File: config.mk
export PLATFORM = sky130hd
export DESIGN_NAME = serial_subtractor
export DESIGN_NICKNAME = d
export VERILOG_FILES = /design/src/rtl/serial_sub_pkg.sv /design/src/rtl/full_subtractor.sv /design/src/rtl/serial_subtractor.sv
export SDC_FILE = /design/constraint.sdc
export NUM_CORES = 1
export LEC_CHECK = 0
export ABC_AREA = 0
export BUFFER_PORTS_ARGS = -buffer_cell sky130_fd_sc_hd__buf_2
export CORE_AREA = 2 2 51 48
export DETAILED_ROUTE_END_ITERATION = 7
export DIE_AREA = 0 0 53 50
export PLACE_DENSITY = 0.71
export SYNTH_ARGS = -nofsm -noshare
export SYNTH_HDL_FRONTEND = slang
export SYNTH_SLANG_ARGS = --single-unit
File: constraint.sdc
create_clock -name clk -period 1.7 [get_ports clk]
set_clock_uncertainty 0.2 [all_clocks]
set_input_delay 0.34 -clock clk [delete_from_list [all_inputs] [get_ports clk]]
set_output_delay 0.34 -clock clk [all_outputs]
set_load 0.005 [all_outputs]
File: src/rtl/serial_sub_pkg.sv
`default_nettype none
// ============================================================================
// Module   : serial_sub_pkg
// Brief    : Shared state encoding and default width for serial_subtractor.
// Revision : 1.0
// ============================================================================
package serial_sub_pkg;

    localparam int c_DEFAULT_WIDTH = 4;

    typedef enum logic [1:0] {
        ST_IDLE  = 2'd0,
        ST_SHIFT = 2'd1,
        ST_DONE  = 2'd2
    } state_t;

endpackage : serial_sub_pkg
`default_nettype wire

File: src/rtl/full_subtractor.sv
`default_nettype none
// ============================================================================
// Module   : full_subtractor
// Brief    : One-bit full subtractor cell, X - Y - Bin -> Diff, Bout.
// Revision : 1.0
// ============================================================================
module full_subtractor (
    input  logic X,
    input  logic Y,
    input  logic Bin,
    output logic Diff,
    output logic Bout
);

    always_comb begin
        Diff = X ^ Y ^ Bin;
        Bout = (~X & Y) | (~(X ^ Y) & Bin);
    end

endmodule : full_subtractor
`default_nettype wire

File: src/rtl/serial_subtractor.sv
`default_nettype none
// ============================================================================
// Module   : serial_subtractor
// Brief    : Bit-serial two's-complement subtractor, D = A - B - Bi, LSB first.
//            Define SUB_OVERFLOW_EN to add the signed-overflow output V.
// Revision : 1.0
// ============================================================================
module serial_subtractor
    import serial_sub_pkg::*;
#(
    parameter int WIDTH = c_DEFAULT_WIDTH
) (
    input  logic             clk,
    input  logic             rst,
    input  logic             start,
    input  logic [WIDTH-1:0] A,
    input  logic [WIDTH-1:0] B,
    input  logic             Bi,
    output logic             busy,
    output logic             done,
    output logic [WIDTH-1:0] D,
    output logic             Bo
`ifdef SUB_OVERFLOW_EN
    ,
    output logic             V
`endif
);

    localparam int c_CNT_W = (WIDTH > 2) ? $clog2(WIDTH) : 1;
    localparam logic [c_CNT_W-1:0] c_LAST = c_CNT_W'(WIDTH - 1);

    state_t             r_state;
    logic [WIDTH-1:0]   r_a;
    logic [WIDTH-1:0]   r_b;
    logic [WIDTH-1:0]   r_d;
    logic               r_brw;
    logic [c_CNT_W-1:0] r_count;
    logic               w_diff;
    logic               w_nb;

`ifdef SUB_OVERFLOW_EN
    logic               r_a_msb;
    logic               r_b_msb;
`endif

    full_subtractor u_cell (
        .X    (r_a[0]),
        .Y    (r_b[0]),
        .Bin  (r_brw),
        .Diff (w_diff),
        .Bout (w_nb)
    );

    always_ff @(posedge clk or posedge rst) begin
        if (rst) begin
            r_state <= ST_IDLE;
            r_a     <= '0;
            r_b     <= '0;
            r_d     <= '0;
            r_brw   <= 1'b0;
            r_count <= '0;
            busy    <= 1'b0;
            done    <= 1'b0;
            D       <= '0;
            Bo      <= 1'b0;
`ifdef SUB_OVERFLOW_EN
            r_a_msb <= 1'b0;
            r_b_msb <= 1'b0;
            V       <= 1'b0;
`endif
        end else begin
            done <= 1'b0;
            case (r_state)
                // DONE accepts a new start exactly like IDLE, giving back-to-back operation.
                ST_IDLE, ST_DONE: begin
                    if (start) begin
                        r_a     <= A;
                        r_b     <= B;
                        r_brw   <= Bi;
                        r_d     <= '0;
                        r_count <= '0;
                        busy    <= 1'b1;
                        r_state <= ST_SHIFT;
`ifdef SUB_OVERFLOW_EN
                        r_a_msb <= A[WIDTH-1];
                        r_b_msb <= B[WIDTH-1];
`endif
                    end else begin
                        r_state <= ST_IDLE;
                    end
                end
                ST_SHIFT: begin
                    r_d     <= {w_diff, r_d[WIDTH-1:1]};
                    r_a     <= r_a >> 1;
                    r_b     <= r_b >> 1;
                    r_brw   <= w_nb;
                    r_count <= r_count + 1'b1;
                    if (r_count == c_LAST) begin
                        D       <= {w_diff, r_d[WIDTH-1:1]};
                        Bo      <= w_nb;
                        busy    <= 1'b0;
                        done    <= 1'b1;
                        r_state <= ST_DONE;
`ifdef SUB_OVERFLOW_EN
                        // w_diff is the result MSB on this final step.
                        V       <= (r_a_msb != r_b_msb) && (w_diff != r_a_msb);
`endif
                    end
                end
                default: begin
                    busy    <= 1'b0;
                    r_state <= ST_IDLE;
                end
            endcase
        end
    end

endmodule : serial_subtractor
`default_nettype wire
==> run summary <==
Status -> finished, final reports clean
Post-CTS Hold Buffers -> 1
Worst slack, placed -> 0.216 ns
Die area -> 2650 um2
Final Max Tran Viols -> 0
Hpwl dp -> 1.29 mm
Worst setup EP type -> register
Syn_area_per_cell -> 12.5 um2
WP data arrival -> 1.50 ns
Htree depth -> 1
Critical-path maximum fanout -> 3
Clock root buffer -> clkbuf_4
Layout Area Growth over Synthesis -> 16.5%
ANT nets after route -> 0
Nets -> 121
Initial antenna violation count -> 0
Worst setup SP type -> register
CP top delay family -> adder cells
Reg2Reg Depth -> 2
Post-synth EDFFs -> 0
RSZ-0062 raised after global routing -> no
Synth Net Count -> 96
DRC viols -> 0
MaxCap Viol Count -> 0
Worst Path Buf+Inv -> 0
Worst-margin pin slew -> 0.384 ns
DRT iter0 DRCs -> 4
Final hold slack -> 0.0421 ns
Layout cell share with drive strength beyond 1 -> 27.4%
Clock latency on the worst-skew pair -> 0.31 ns
Wire per inst -> 13.3 um
Worst Hold Depth -> 2
Post-CTS sizing -> 0
PwrDens -> 1770 nW/um2
# diodes -> 0
Final Worst Setup Slack -> 0.197 ns
Crit path kind -> reg -> reg
Initial Utilization -> 48.8%
Core area -> 2100 um2
Setup TNS -> 0 ns
Sequential element share of the synthesized area -> 56.2%
Yosys cell types -> 25
Die Height -> 50 um
Final period utilization -> 88.4%
Total power -> 2.11 mW
Area share of the largest cell type after synthesis -> 56.2%
Slowest stage delay, CP -> 0.48 ns
Max-slew headroom -> 74.4%
Synth cell count leaders -> 23 x dfrtp_1, 7 x a22o_1, 6 x a21oi_1
Setup Fix Bufs, Post-CTS -> 0
Min Tclk post-route -> 1.50 ns
Worst-path clk slew -> 0.13 ns
First-pass GRT wire length -> 3.04 mm
Clock Sinks -> 23
Via density -> 5.17
Slowest CP cell -> fa_1
I/O pins -> 19
Rows -> 16
Number of global-route vias before repair -> 635
Iteration count of the initial detailed-routing pass -> 4
Worst path depth -> 2
Cell Area, Synth -> 1020 um2
CP cell instances -> fa_1 > mux2_1
Finished Cell Area -> 1190 um2
Required time worst endpoint -> 1.70 ns
Inserted Clock Buffers -> 3
# port buffers -> 18
Synth Flop Type -> dfrtp_1
Via Count -> 687
Synth Register Bits -> 23
Worst hold path type -> in -> reg
Post-synth top area cell -> dfrtp_1
TritonCTS clock tree -> yes
Synth warn -> 0
Ranking of synthesized cells by area -> dfrtp_1 56%, a22o_1 6.0%, mux2_1 4.4%, mux2i_1 3.9%, a21oi_1 2.9%
Post-Syn Instances -> 82
Cell with the most instances after synthesis -> dfrtp_1
VDD IR max -> 0.903 mV
Gr ovfl total -> 0
Final WL -> 1.77 mm
Total GRT Usage -> 16.0%
Max Fclk -> 666 MHz
Endpoints failing hold -> 0
Final setup fails -> 0
Die X-Extent -> 53 um
Placed Area -> 1160 um2
Ys async rst share -> 100%
Leakage -> 0.591 nW
Placer Congestion -> 0.787
Largest net degree at the start of global routing -> 24
Max clock buf depth -> 2
## registers in the layout, summed over array words and instances (netlist names)
signal	cells
D	4
r_a	4
r_b	4
r_d	3
r_count	2
r_state	2
Bo	1
busy	1
done	1
r_brw	1
## cell usage in the layout (no fill, tap or decap)
master,instances
clkbuf_4,3
a21oi_1,6
inv_1,5
o22ai_1,2
nor2b_1,4
o21ai_0,3
nand2b_1,2
a22o_1,7
nand3b_4,1
buf_2,18
a211oi_1,4
nor2b_2,1
o2bb2ai_1,1
and2b_1,1
nor3_1,1
nand2_1,3
mux2i_1,4
nor2_1,2
ha_1,1
buf_4,5
nor2_8,1
dlygate4sd3_1,1
xnor2_1,1
clkbuf_1,1
dfrtp_1,23
fa_1,1
mux2_1,4
## cell families after synthesis
logic type,synth area share [%]
XOR/XNOR,0.855
AO/OA/AOI/OAI,15.4
flip-flops,56.2
adder cells (fa/ha/maj),3.17
buffers and inverters,4.64
AND/OR/NAND/NOR,11.5
multiplexers,8.30
## worst paths after layout
| check | endpoint | startpoint | slack (ns) |
|---|---|---|---|
| max | D[3]$_DFFE_PP0P_ | r_a[0]$_DFFE_PP0P_ | 0.20 |
| min | r_b[3]$_DFFE_PP0P_ | B[3] | 0.04 |
| max reg2reg | D[3]$_DFFE_PP0P_ | r_a[0]$_DFFE_PP0P_ | 0.20 |
| min reg2reg | busy$_DFFE_PP0P_ | busy$_DFFE_PP0P_ | 0.29 |
| max in group asynchronous | D[2]$_DFFE_PP0P_ | rst | 0.67 |
| min in group asynchronous | r_b[2]$_DFFE_PP0P_ | rst | 0.39 |
## report_power, final
group | internal [mW] | switching (mW)
clock network | 0.0916 | 0.157
registers | 0.800 | 0.143
logic | 0.465 | 0.457
## per-stage QoR
stage          util (%)  instances
6_report           56.8        133
5_1_grt            56.8        133
4_1_cts            56.8        133
3_5_place_dp       55.1        128
3_3_place_gp       55.1        128
2_1_floorplan         -         82
## layout make-up
| class | count | area [um2] |
|---|---|---|
| Fill cell | 185 | 908 |
| Inverter | 5 | 18.8 |
| Timing Repair Buffer | 24 | 138 |
| Multi-Input combinational cell | 50 | 402 |
| Clock buffer | 4 | 26.3 |
| Tap cell | 27 | 33.8 |
| Sequential cell | 23 | 576 |
## metal layers
layer | global-route usage (%) | vias to the layer above | wire length [um]
met5 | 0 | - | 0
met3 | 5.45 | 0 | 106
met2 | 21.3 | 20 | 781
met1 | 24.9 | 328 | 884
li1 | - | 339 | -
met4 | 3.85 | 0 | 0
No activity file was read; power rests on OpenSTA's default activity.
